`src/rtl/clock_div_ctrl_pkg.sv`:
```
// Shared types and default sizing for the derived-clock controller.
package clock_div_ctrl_pkg;

   typedef enum logic [1:0] {
      IDLE     = 2'd0,
      RUN      = 2'd1,
      PENDING  = 2'd2,
      STOPPING = 2'd3
   } div_state_t;

   localparam int DIV_WIDTH   = 8;
   localparam int DIV_DEFAULT = 4;

endpackage

```
`src/rtl/clock_div_ctrl_rollover_counter.sv`:
```
// Divide counter: counts 0..limit while running and is held at 0 otherwise.
module rollover_counter
   import clock_div_ctrl_pkg::*;
#(
   parameter int WIDTH = DIV_WIDTH
) (
   input  logic             i_clk,
   input  logic             i_reset,
   input  logic             i_run,
   input  logic [WIDTH-1:0] i_limit,
   output logic [WIDTH-1:0] o_count,
   output logic             o_roll_over
);

   logic [WIDTH-1:0] count;

   always_ff @(posedge i_clk or posedge i_reset) begin
      if (i_reset) begin
         count <= '0;
      end else if (!i_run || (count == i_limit)) begin
         count <= '0;
      end else begin
         count <= count + WIDTH'(1);
      end
   end

   // i_run comes from the controller's state register, so the tick is register-decoded.
   assign o_roll_over = i_run && (count == i_limit);
   assign o_count     = count;

endmodule

```
`src/rtl/clock_div_ctrl.sv`:
```
// Sequences the divide counter and derived clock: start/stop with a park level of 1
// and glitch-free ratio changes that only land on a rollover boundary.
module clock_div_ctrl
   import clock_div_ctrl_pkg::*;
#(
   parameter int WIDTH       = DIV_WIDTH,
   parameter int DEFAULT_DIV = DIV_DEFAULT
) (
   input  logic             i_clk,
   input  logic             i_reset,
   input  logic             i_enable,
   input  logic             i_div_valid,
   input  logic [WIDTH-1:0] i_div_value,
   output logic             o_div_ready,
   output logic             o_roll_over,
   output logic             o_clk,
   output logic             o_running,
   output logic [WIDTH-1:0] o_count
);

   // Handshake: a limit transfers on a rising edge where i_div_valid && o_div_ready;
   // an offer seen while o_div_ready is low is simply re-evaluated on later cycles.

   div_state_t       state, state_next;
   logic [WIDTH-1:0] limit;
   logic [WIDTH-1:0] pending;
   logic             clk_q;
   logic             accept;
   logic             roll;
   logic             run;

   assign accept = i_div_valid && o_div_ready;
   assign run    = (state != IDLE);

   rollover_counter #(.WIDTH(WIDTH)) u_counter (
      .i_clk       (i_clk),
      .i_reset     (i_reset),
      .i_run       (run),
      .i_limit     (limit),
      .o_count     (o_count),
      .o_roll_over (roll)
   );

   always_ff @(posedge i_clk or posedge i_reset) begin
      if (i_reset) begin
         state <= IDLE;
      end else begin
         state <= state_next;
      end
   end

   always_comb begin
      state_next = state;
      case (state)
         IDLE: begin
            if (i_enable) state_next = RUN;
         end
         RUN: begin
            // A same-edge offer wins; a stop request is then honoured from PENDING.
            if (accept)         state_next = PENDING;
            else if (!i_enable) state_next = STOPPING;
         end
         PENDING: begin
            if (roll) state_next = i_enable ? RUN : STOPPING;
         end
         STOPPING: begin
            // Only the rollover that brings o_clk back to 1 may park the clock.
            if (i_enable)             state_next = RUN;
            else if (roll && !clk_q)  state_next = IDLE;
         end
         default: state_next = IDLE;
      endcase
   end

   always_comb begin
      o_div_ready = 1'b0;
      o_running   = 1'b0;
      case (state)
         IDLE:     o_div_ready = 1'b1;
         RUN:      begin o_div_ready = 1'b1; o_running = 1'b1; end
         PENDING:  o_running = 1'b1;
         STOPPING: o_running = 1'b1;
         default:  ;
      endcase
   end

   always_ff @(posedge i_clk or posedge i_reset) begin
      if (i_reset) begin
         limit   <= WIDTH'(DEFAULT_DIV);
         pending <= '0;
         clk_q   <= 1'b1;
      end else begin
         if (accept && (state == IDLE)) limit <= i_div_value;
         if (accept && (state == RUN))  pending <= i_div_value;
         if ((state == PENDING) && roll) limit <= pending;
         if (roll) clk_q <= ~clk_q;
      end
   end

   assign o_roll_over = roll;
   assign o_clk       = clk_q;

endmodule

```
`config.mk`:
```
export PLATFORM = sky130hd
export DESIGN_NAME = clock_div_ctrl
export DESIGN_NICKNAME = d
export VERILOG_FILES = /design/src/rtl/clock_div_ctrl_pkg.sv /design/src/rtl/clock_div_ctrl_rollover_counter.sv /design/src/rtl/clock_div_ctrl.sv
export SDC_FILE = /design/constraint.sdc
export NUM_CORES = 1
export LEC_CHECK = 0
export CORE_MARGIN = 1
export CORE_UTILIZATION = 51
export CTS_BUF_LIST = sky130_fd_sc_hd__clkbuf_4 sky130_fd_sc_hd__clkbuf_8 sky130_fd_sc_hd__clkbuf_16
export DETAILED_ROUTE_END_ITERATION = 16
export PLACE_DENSITY = 0.8
export SKIP_LAST_GASP = 1
export SLEW_MARGIN = 0
export SYNTH_ARGS = -nofsm -noshare
export SYNTH_HDL_FRONTEND = slang
export SYNTH_SLANG_ARGS = --single-unit
```
`constraint.sdc`:
```
create_clock -name i_clk -period 2.1 [get_ports i_clk]
set_input_delay 0.42 -clock i_clk [delete_from_list [all_inputs] [get_ports i_clk]]
set_output_delay 0.42 -clock i_clk [all_outputs]
set_load 0.005 [all_outputs]
```
==> summary.md <==
| Metric | Value |
|---|---|
| Number of synthesized flops with an enable pin | 0 |
| R2r setup slk | ~90 ps |
| Global Route met1 Usage | 32.51% |
| CP Launch Type | register |
| Top-count cell post-synth | dfrtp_1 |
| First-pass GRT wire length | 5043 microns |
| Period Utilization, post-route | 107.7% |
| Asr flop ratio synth | between 90% and 100% |
| Worst R2R Path Depth | 5 |
| Post-Syn Area per Cell | 11.74 sq um |
| NumNets Final | around 170 |
| Initial antenna violation count | 0 |
| Routed len/inst | about 17 microns |
| Vias per cell | 5.829 |
| ANT cells | 0 |
| Setup TNS | -162.5 ps |
| Clock Pin Slew Worst Setup and Hold Paths | 140 ps |
| Non-filler cells, final | around 190 |
| Syn nets | 123 |
| DRT iter0 DRCs | 15 |
| Placed cells | between 150 and 200 |
| # Max-Cap Violations | 0 |
| Pleak | 0.8483 nW |
| Number of global-route vias before repair | ~1100 |
| Final Hold Vio Count | 0 |
| Warnings, synthesis | 0 |
| CTS Root Cell | clkbuf_4 |
| Worst setup path startpoint | u_counter.o_count[6]$_DFF_PP0_ |
| TritonRoute pass-1 iters | 4 |
| Total GRT Usage | between 20% and 30% |
| Num Clock Sinks | 27 |
| Slew HR | about 62% |
| Seq cells post-synth | 27 |
| Post-layout min period | approximately 2300 ps |
| Later-pin clock latency in the skew report | roughly 330 ps |
| Top Ports | 24 |
| Number of remaining DRC errors | 0 |
| Grt ovf | 0 |
| Largest net degree at the start of global routing | 28 |
| Layout cells sized above 1 | 29.56% |
| Mapped Cells | 110 |
| Failing checks | setup timing |
| Main synth FF type | dfrtp_1 |
| CP Class | reg2out |
| Initial core utilization | 56.21% |
| Core area | 2297 sq um |
| Pwr dens | 1342 nW/um^2 |
| RR Endpoint | state[1]$_DFFE_PP0P_ |
| Final ANT Viol Nets | 0 |
| Arrival time at the worst endpoint | 1840 ps |
| Mapped Area | about 1300 sq um |
| Final Max Tran Viols | 0 |
| Area grow syn2layout | 37.60% |
| Peak supply drop | about 0.91 mV |
| Global-route layer with the greatest usage | met2 |
| Sequential fraction of the synthesis area | a little over half |
| Met2 Use GR | about 45% |
| Die X | ~52 microns |
| Synth cell types | 26 |
| Via count | ~1100 |
| Critical Path RT | between 1500 and 2000 ps |
| Sum of routed wire length over all layers | 3216 microns |
| Share of the synthesized area in the top cell type | between 40 and 50% |
| Final Cell Area | between 1500 and 2000 sq um |
| CTS Buf Count | 3 |
| Fmax | about 440 MHz |
| Worst Setup EP | o_roll_over |
| Placer Congestion | between 0.8 and 0.9 |
| Final WS setup | -162.5 ps |
| Dominant cell type by area after synthesis | dfrtp_1 |
| Final setup vio count | 1 |
| CTS tree | built |
| Hold WC Path Type | in2async |
| Unrepaired setup endpoints after global routing | yes |
| Crit Reg-Reg Startpoint | u_counter.o_count[6]$_DFF_PP0_ |
| Rows | 17 |
| Hpwl dp | around 2300 microns |
| Die Y-Extent | around 52 microns |
| Status | finished, violations left |
| Die area | 2737 sq um |
| Design Power | approximately 2.4 mW |
| Clock Path Buffers | 2 |
| H-tree levels | 1 |
| Worst Tran Pin Value | about 560 ps |
| Port bufs | 23 |
| Worst Skew | ~8.3 ps |
| Critical path peak fanout | 2 |
| Placed Area | approximately 1700 sq um |
| GR Layer Usage met3 | approximately 3.5% |
| Synth cell count leaders | 25 x dfrtp_1, 14 x xor2_1, 11 x and3_1, 8 x a221o_1, 8 x mux2_2 |
| Leading post-synthesis cells by cell area | dfrtp_1 48%, xor2_1 9.5%, mux2_2 7.0% |
| CP endpoint kind | output port |
-- layout make-up --
type / count / area [sq um]
fillers: 168 / 520.5
well taps: 28 / 35.03
repair buffers: 48 / 416.7
flip-flops and latches: 27 / 680.7
multi-input cells: 76 / 599.3
clock buffers: 4 / 30.03
inverters: 4 / 15.01
-- cell families after synthesis --
family | synth area share [%]
and+or+nand+nor | 16.96
xor gates and xnor gates | 10.17
adders and majority gates | 0.9688
DFF | 52.52
muxes | 6.977
AOI/OAI and AO/OA | 10.27
buffers and inverters | 2.131
-- cells in the final DEF, fill, tap and decap left out, types with 2 or more instances in the layout --
cell type / n
and3_1: 11
dfstp_2: 2
buf_4: 24
o21ai_0: 2
clkdlybuf4s50_1: 22
a221o_1: 8
clkbuf_4: 4
dfrtp_2: 2
nor2_1: 2
or4_4: 2
dfrtp_1: 23
xor2_1: 14
nand3_1: 7
inv_1: 4
mux2_2: 8
nor4_1: 3
nor3_1: 7
-- sequential cells by signal, indices dropped and copies added (netlist names) --
signal,cells
u_counter.o_count,8
limit,8
pending,8
state,2
o_clk,1
-- per-layer routing --
metal / wire, microns / vias to the layer above
li1: - / 509
met1: 1362 / 539
met2: 1655 / 33
met3: 114 / 9
met4: 84 / 0
met5: 0 / -
-- worst max-delay path, cell delays in order, from the launching register on --
cell	delay, ps
dfrtp_1	420
xor2_1	180
or4_4	570
nor3_4	210
buf_2	140
-- per-stage QoR --
step / worst slack, ps / hold slack (ps) / util, %
2_1_floorplan: 256.8 / 471.2 / -
3_3_place_gp: -143.9 / 486.1 / 74.40
3_5_place_dp: -195.7 / 498.6 / 74.40
4_1_cts: -191.8 / 440.9 / 76.14
5_1_grt: -219.4 / 460.7 / 77.34
6_report: -162.5 / 423.1 / 77.34
-- report_power, final --
group          internal (mW)  total [mW]  leakage [nW]  switching (mW)
clock                 0.0873       0.238        0.0184           0.151
sequential             0.760       0.938         0.330           0.178
combinational          0.675        1.21         0.500           0.533
-- timing repair --
item	CTS	global route
resized for setup	8	2
buffers inserted	0	3
hold buffers	0	0
endpoints found under the setup margin	2	2
pin swaps	1	2
-- how the worst min path moves through the flow --
stage / startpoint / end / slack [ps] / depth (start not counted)
2_1_floorplan: i_reset / limit[0]$_DFFE_PP0P_ / 470 / 1
3_3_place_gp: pending[0]$_DFFE_PP0P_ / limit[0]$_DFFE_PP0P_ / 490 / 1
3_5_place_dp: pending[7]$_DFFE_PP0P_ / pending[7]$_DFFE_PP0P_ / 500 / 1
4_1_cts: i_reset / u_counter.o_count[7]$_DFF_PP0_ / 440 / 3
5_1_grt: i_reset / u_counter.o_count[4]$_DFF_PP0_ / 460 / 3
6_report: i_reset / u_counter.o_count[7]$_DFF_PP0_ / 420 / 3
(Power assumes the default switching activity.)
